### config.mk
export PLATFORM = sky130hd
export DESIGN_NAME = k12a_spi_slave
export DESIGN_NICKNAME = d
export VERILOG_FILES = /design/src/rtl/k12a_spi_slave.sv
export SDC_FILE = /design/constraint.sdc
export NUM_CORES = 1
export LEC_CHECK = 0
export ABC_CLOCK_PERIOD_IN_PS = 1600
export BUFFER_PORTS_ARGS = -buffer_cell sky130_fd_sc_hd__buf_2
export CAP_MARGIN = 20
export CORE_MARGIN = 8
export CORE_UTILIZATION = 50
export CTS_CLUSTER_SIZE = 40
export DETAILED_ROUTE_END_ITERATION = 12
export MAX_ROUTING_LAYER = met4
export PLACE_DENSITY = 0.74
export SETUP_SLACK_MARGIN = 0.1
export SKIP_CTS_REPAIR_TIMING = 1
export SYNTH_ARGS = -nofsm -noshare
export SYNTH_HDL_FRONTEND = slang
export SYNTH_SLANG_ARGS = --single-unit
export TNS_END_PERCENT = 20
### constraint.sdc
create_clock -name cpu_clock -period 1.6 [get_ports cpu_clock]
set_clock_uncertainty 0.1 [all_clocks]
set_input_delay 0.24 -clock cpu_clock [delete_from_list [all_inputs] [get_ports cpu_clock]]
set_output_delay 0.24 -clock cpu_clock [all_outputs]
set_load 0.03 [all_outputs]
### src/rtl/k12a_spi_slave.sv
// SPI mode-0 responder with oversampled pins, one-byte rx/tx buffers and sticky error flags.
// Latency: miso moves SYNC_STAGES+1 clocks after the sck fall at the pin; rx_valid rises SYNC_STAGES+1 clocks after the 8th sck rise.
// Backpressure: none on the wire; an unread rx byte is overwritten (rx_overrun), an empty tx buffer sends IDLE_BYTE (tx_underrun). Optional: K12A_SPI_SLAVE_FRAME_COUNT_EN.
module k12a_spi_slave #(
  parameter int unsigned SYNC_STAGES = 2,
  parameter logic [7:0]  IDLE_BYTE   = 8'hFF
) (
  input  logic       cpu_clock,
  input  logic       reset,
  input  logic       spi_sck,
  input  logic       spi_mosi,
  input  logic       spi_ss_n,
  output logic       spi_miso,
  output logic       spi_miso_oe,
  output logic [7:0] rx_data,
  output logic       rx_valid,
  input  logic       rx_read,
  input  logic [7:0] tx_data,
  input  logic       tx_load,
  output logic       tx_ready,
  output logic       rx_overrun,
  output logic       tx_underrun,
  input  logic       err_clear
`ifdef K12A_SPI_SLAVE_FRAME_COUNT_EN
  ,
  output logic [7:0] frame_bytes
`endif
);

  typedef enum logic {IDLE, ACTIVE} state_t;

  state_t                 state, state_nxt;
  logic [SYNC_STAGES-1:0] sck_sync, mosi_sync, ss_sync;
  logic                   sck_d, ss_d;
  logic                   sck_s, mosi_s, ss_s;
  logic                   sck_rise, sck_fall, ss_fall, ss_rise;
  logic [2:0]             bit_cnt;
  logic [7:0]             rx_shift, tx_shift, tx_buf;
  logic                   tx_full;
  logic                   frame_start, frame_end, shift_in, shift_out, tx_consume, byte_done;

  assign sck_s    = sck_sync[SYNC_STAGES-1];
  assign mosi_s   = mosi_sync[SYNC_STAGES-1];
  assign ss_s     = ss_sync[SYNC_STAGES-1];
  assign sck_rise = sck_s & ~sck_d;
  assign sck_fall = ~sck_s & sck_d;
  assign ss_fall  = ~ss_s & ss_d;
  assign ss_rise  = ss_s & ~ss_d;
  assign tx_ready = ~tx_full;

  always_ff @(posedge cpu_clock) begin
    if (reset) begin
      sck_sync  <= '0;
      mosi_sync <= '0;
      ss_sync   <= '1;
      sck_d     <= 1'b0;
      ss_d      <= 1'b1;
    end else begin
      sck_sync  <= {sck_sync[SYNC_STAGES-2:0], spi_sck};
      mosi_sync <= {mosi_sync[SYNC_STAGES-2:0], spi_mosi};
      ss_sync   <= {ss_sync[SYNC_STAGES-2:0], spi_ss_n};
      sck_d     <= sck_s;
      ss_d      <= ss_s;
    end
  end

  always_ff @(posedge cpu_clock) begin
    if (reset) state <= IDLE;
    else       state <= state_nxt;
  end

  // ss_rise outranks a coincident sck edge, so a master that drops sck and
  // releases ss together ends the frame without a trailing tx reload.
  always_comb begin
    state_nxt   = state;
    frame_start = 1'b0;
    frame_end   = 1'b0;
    shift_in    = 1'b0;
    shift_out   = 1'b0;
    tx_consume  = 1'b0;
    byte_done   = 1'b0;
    spi_miso    = 1'b0;
    spi_miso_oe = 1'b0;
    case (state)
      IDLE: begin
        if (ss_fall) begin
          state_nxt   = ACTIVE;
          frame_start = 1'b1;
          tx_consume  = 1'b1;
        end
      end
      ACTIVE: begin
        spi_miso    = tx_shift[7];
        spi_miso_oe = 1'b1;
        if (ss_rise) begin
          state_nxt = IDLE;
          frame_end = 1'b1;
        end else if (sck_rise) begin
          shift_in  = 1'b1;
          byte_done = (bit_cnt == 3'd7);
        end else if (sck_fall) begin
          if (bit_cnt == 3'd0) tx_consume = 1'b1;
          else                 shift_out  = 1'b1;
        end
      end
      default: state_nxt = IDLE;
    endcase
  end

  always_ff @(posedge cpu_clock) begin
    if (reset) begin
      bit_cnt     <= 3'd0;
      rx_shift    <= 8'h00;
      tx_shift    <= 8'h00;
      tx_buf      <= 8'h00;
      tx_full     <= 1'b0;
      rx_data     <= 8'h00;
      rx_valid    <= 1'b0;
      rx_overrun  <= 1'b0;
      tx_underrun <= 1'b0;
    end else begin
      if (frame_start || frame_end) begin
        bit_cnt  <= 3'd0;
        rx_shift <= 8'h00;
      end else if (shift_in) begin
        bit_cnt  <= bit_cnt + 3'd1;
        rx_shift <= {rx_shift[6:0], mosi_s};
      end

      if (frame_end)       tx_shift <= 8'h00;
      else if (tx_consume) tx_shift <= tx_full ? tx_buf : IDLE_BYTE;
      else if (shift_out)  tx_shift <= {tx_shift[6:0], 1'b0};

      // A load in the same cycle as consumption refills the freed slot.
      if (tx_consume)               tx_full <= tx_load;
      else if (tx_load && !tx_full) tx_full <= 1'b1;
      if (tx_load && (tx_consume || !tx_full)) tx_buf <= tx_data;

      if (byte_done) begin
        rx_data  <= {rx_shift[6:0], mosi_s};
        rx_valid <= 1'b1;
      end else if (rx_read) begin
        rx_valid <= 1'b0;
      end

      if (byte_done && rx_valid && !rx_read) rx_overrun <= 1'b1;
      else if (err_clear)                    rx_overrun <= 1'b0;

      if (tx_consume && !tx_full) tx_underrun <= 1'b1;
      else if (err_clear)         tx_underrun <= 1'b0;
    end
  end

`ifdef K12A_SPI_SLAVE_FRAME_COUNT_EN
  always_ff @(posedge cpu_clock) begin
    if (reset || frame_start)                frame_bytes <= 8'h00;
    else if (byte_done && frame_bytes != 8'hFF) frame_bytes <= frame_bytes + 8'h01;
  end
`endif

endmodule

; Yosys cells after proc, flatten, opt, wreduce, memory -nomap -nowiden
; Index checks and enable logic that the tools add are counted.
[op_classes]
n_addsub = 1
mul = 0
div_mod_pow = 0
n_lt_le_gt_ge = 0
eq_ne = 1
n_shift = 0
n_mux = 34
bitwise_logic = 10
n_reduce_logical = 17
[op_table]
columns = op, n
row1 = 2-to-1 mux 1 bit, 29
row2 = 2-to-1 mux 8 bit, 3
row3 = nonzero test 2 bit, 5
row4 = NOT 1 bit, 6
row5 = logical AND 1 bit, 5
row6 = AND 1 bit, 4
row7 = one-hot mux 1 bit (2 select lines), 2
row8 = OR reduction 2 bit, 2
row9 = "adder 3 x 1 -> 3 bit, second input constant", 1
row10 = "equality test 3 bit, second input constant", 1
row11 = zero test 3 bit, 1
row12 = zero test 1 bit, 2
row13 = logical OR 1 bit, 2
[totals]
ff_bits = 47
latch_bits = 0
ram_bits = 0
rom_bits = 0
in_bits = 16
output_inout_bits = 14
elab_cells = 78
n_memories = 0

; Depth between registers and ports, before layout
[logic_depth]
ltp_word = 8
depth_mapped = 7
mapped_depth_nobuf = 7

; Worst setup path after synthesis
; OpenSTA, ideal clock, no wires.
[synth_timing]
kind = reg-to-reg
start = register state
end = register tx_shift[3]
setup_ps = 88
arrival_ps = 1538
required_ps = 1412
path_slack_ps = -125
stages_incl_launch_ff = 7
n_path_buf = 1
period_less_slack_ps = 1725
cell_sequence = dfxtp_1 > inv_1 > and2_1 > a311o_1 > buf_6 > nor3b_1 > nor4_2
[synth_via]
elab_chain_cells = 3
elab_cells_between_ends = 7
cone_classes = mux (4) / bitwise (1) / reduce/logical (2)
[synth_lines]
columns = element, line_no
row1 = from (decl), 32  ; state_t state, state_nxt;
row2 = from (signal assigned), 69  ; else state <= state_nxt;
row3 = NOT 1 bit, n/a
row4 = one-hot mux 1 bit (2 select lines), 84  ; case (state)
row5 = 2-to-1 mux 8 bit or nonzero test 2 bit (tied branches), n/a
row6 = to (signal assigned), 131  ; else if (tx_consume) tx_shift <= tx_full ? tx_buf : IDLE_BYTE;
row7 = to (signal assigned), 132  ; else if (shift_out) tx_shift <= {tx_shift[6:0], 1'b0};
row8 = to (decl), 38  ; logic [7:0] rx_shift, tx_shift, tx_buf;
; Several ways; a longest one is shown, not always the timed one.
; A chain may end at the register's enable or synchronous reset.

; Worst setup path in the final report
[layout_timing]
start = register bit_cnt[0]
end = register tx_shift[5]
[layout_via]
elab_chain_cells = 7
elab_cells_between_ends = 13
cone_classes = mux (11) / reduce/logical (2)
[layout_lines]
columns = element, line_no
row1 = from (decl), 37  ; logic [2:0] bit_cnt;
row2 = from (signal assigned), 126  ; bit_cnt <= bit_cnt + 3'd1;
row3 = zero test 3 bit (*), 102  ; if (bit_cnt == 3'd0) tx_consume = 1'b1;
row4 = 2-to-1 mux 1 bit, 102
row5 = 2-to-1 mux 1 bit, 101  ; end else if (sck_fall) begin
row6 = 2-to-1 mux 1 bit, 98  ; end else if (sck_rise) begin
row7 = 2-to-1 mux 1 bit, 95  ; if (ss_rise) begin
row8 = one-hot mux 1 bit (2 select lines) or 2-to-1 mux 1 bit (tied branches), 84
row9 = 2-to-1 mux 8 bit or nonzero test 2 bit (tied branches), n/a
; Every way passes the cells marked *; elsewhere a longest branch is shown, timed or not.

==> impl_metrics.json <==
{
  "path_max_fanout": 4,
  "synth_edf_count": 0,
  "synth_ff_type": "dfxtp_1",
  "violations": "setup timing",
  "drc": 0,
  "p_clk_share_pct": 39.2,
  "report.final.slew_viol_count": 0,
  "powerDensity_mw_per_mm2": 960.3,
  "rsz0062_at_grt": "yes",
  "crit_type": "reg -> reg",
  "antenna_cells": 0,
  "cp-end-kind": "flop",
  "slew_headroom_pct": 77.79,
  "syn_avg_cell_area_sq_um": 9.925,
  "min_path_type": "in -> reg",
  "worst_pin_slew_ns": 0.3331,
  "rows": 22,
  "avgViaCountPerCell": 5.137,
  "antenna_found_initial": 0,
  "finalCritPeriodShare_pct": 104.2,
  "cts_tree": "built",
  "start_kind": "flop",
  "cap_violations": 0,
  "gr-total-overflow": 0,
  "syn_area_sq_mm": 0.001916,
  "peakVddDrop_uv": 790.9,
  "clock_sinks": 47,
  "hold_viol": 0,
  "cts.clk_slew.worst_paths_ns": 0.08,
  "wire_per_inst_um": 14.93,
  "dieHeight_um": 77.90,
  "vias": 1505,
  "port_buffers": 29,
  "pwr-share-seq_pct": 51.5,
  "routed_wl_mm": 4.374,
  "dr.pass1.iters": 4,
  "clk_latency_ns": 0.30,
  "drive_above_1_share_pct": 37.96,
  "netSwitchingFraction_pct": 21.75,
  "setup_tns_ns": -0.4327,
  "htreeDepth": 2,
  "worstPathRequired_ns": 1.69,
  "synth-seq-cells": 47,
  "p_comb_share_pct": 9.3,
  "coreArea_sq_mm": 0.003661,
  "setup_viol": 12,
  "ys_seq_area_share_pct": 49.12,
  "grt_first_pass_wirelength_mm": 6.810,
  "final.setup.worst_slack_ns": -0.06709,
  "synth.net_count": 212,
  "run_status": "complete, but fails checks",
  "die_x_um": 77.90,
  "gr-usage-all-layers_pct": 14.41,
  "synth_cell_types": 40,
  "ant_nets": 0,
  "hpwl_mm": 2.936,
  "place_ws_ns": -0.08120,
  "p_switching_mw": 0.5210,
  "grt_pass1_vias": 1470,
  "pin_count": 30,
  "synthCells": 193,
  "grt_start_max_net_pins": 18,
  "leakagePower_nw": 1.183,
  "min_period_ns": 1.667,
  "cts_buffer_depth": 2,
  "drt_iter0_markers": 54,
  "place_inst": 283,
  "fin_cells": 293,
  "intPower_mw": 1.875,
  "multiInputGateArea_sq_um": 977.2,
  "nFillCells": 288,
  "die_area_sq_mm": 0.006068,
  "seq_area_sq_um": 952.2,
  "nets": 263,
  "fmax_mhz": 599.8,
  "total_power_mw": 2.396,
  "syn_to_final_growth_pct": 30.24,
  "numCtsBuffers": 5,
  "critPathArrivalTime_ns": 1.76,
  "cts_root_buf": "clkbuf_8",
  "initial_core_util_pct": 52.32,
  "async_flop_share_pct": 0,
  "gp_congestion": 0.8270,
  "yosys_warnings": 0
}
==> cell usage in the layout (no fill, tap or decap), types with 2 or more instances in the layout <==
cell type	netlist	routed
a21oi_1	6	6
and2_1	3	2
buf_12	0	2
buf_2	4	29
buf_4	0	16
buf_6	1	4
clkbuf_8	0	5
dfxtp_1	47	40
dfxtp_2	0	6
inv_1	6	3
inv_2	0	3
mux2i_1	25	24
nand2_1	5	4
nand2b_1	2	2
nor2_1	42	42
nor2b_1	6	6
nor3_2	1	2
nor4_2	2	2
o21ai_0	6	5
o221ai_2	0	2
or2_2	3	3
==> per-layer routing <==
metal / track usage, % / routed length (um) / share of wire [%]
met5: - / 0 / 0
met4: 7.222 / 78 / 1.8
met3: 4.378 / 155 / 3.5
met2: 23.56 / 2166 / 50
met1: 15.53 / 1973 / 45
==> cells in the mapped netlist (4+ instances only) <==
| cell | number | area share (%) |
|---|---|---|
| inv_1 | 6 | 1.2 |
| mux2i_1 | 25 | 13 |
| nand2_1 | 5 | 0.98 |
| dfxtp_1 | 47 | 49 |
| nor2b_1 | 6 | 2.0 |
| a21oi_1 | 6 | 1.6 |
| buf_2 | 4 | 1.0 |
| nor2_1 | 42 | 8.2 |
| o21ai_0 | 6 | 1.6 |
==> through the flow <==
| stage | instance area [sq um] | hold WS (ns) | utilization [%] |
|---|---|---|---|
| finish | 2495 | 0.02274 | 68.15 |
| global route | 2495 | 0.006607 | 68.15 |
| CTS | 2409 | 0.01274 | 65.79 |
| detailed placement | 2281 | 0.2928 | 62.30 |
| global placement | 2281 | 0.2926 | 62.30 |
| floorplan | 1938 | 0.2438 | - |
==> critical path, stage by stage (launching register included) <==
cell       delay (ns)
dfxtp_2          0.33
inv_2            0.08
ha_4             0.14
nand4bb_4        0.16
buf_4            0.18
o21ai_1          0.17
nand2_2          0.12
o221ai_1         0.21
nor2_1           0.08
==> layout make-up <==
cell class | count | area share, %
repair buffers | 51 | 14.04
clock buffers | 7 | 3.912
multi-input cells | 132 | 39.17
inverters | 7 | 1.103
clock inverters | 1 | 1.204
flip-flops and latches | 47 | 38.16
well taps | 48 | 2.407
==> state kept, by name (all words and copies together), names as in the netlist <==
name         cells
rx_data          8
ss_sync          2
tx_shift         8
ss_d             1
tx_underrun      1
rx_valid         1
state            1
rx_overrun       1
tx_full          1
rx_shift         7
bit_cnt          3
sck_d            1
mosi_sync        2
sck_sync         2
tx_buf           8
==> worst paths after layout <==
check | from | to | slack (ns) | cells past startpoint
max | bit_cnt[0] | tx_shift[5] | -0.07 | 8
min | spi_ss_n | ss_sync[0] | 0.02 | 2
max reg2reg | bit_cnt[0] | tx_shift[5] | -0.07 | 8
min reg2reg | ss_sync[0] | ss_sync[1] | 0.31 | 1
==> kinds of logic (layout without fill, tap and decap cells) <==
| group | after synthesis | in the layout | synth area share [%] |
|---|---|---|---|
| DFF | 47 | 47 | 49.12 |
| muxes | 25 | 25 | 13.06 |
| buffers and inverters | 15 | 66 | 3.592 |
| xor gates and xnor gates | 1 | 1 | 0.4573 |
| and+or+nand+nor | 77 | 77 | 21.82 |
| AOI/OAI and AO/OA | 25 | 26 | 9.995 |
| adders and majority gates | 3 | 3 | 1.960 |
==> power groups by stage <==
stage / sequential (mW) / clock (mW) / combinational (mW)
finish: 1.23 / 0.939 / 0.223
CTS: 1.23 / 0.971 / 0.208
detailed placement: 1.26 / 0 / 0.207
global placement: 1.26 / 0 / 0.204
global route: 1.24 / 1.02 / 0.243
floorplan: 1.25 / 0 / 0.127
(Power assumes the default switching activity.)
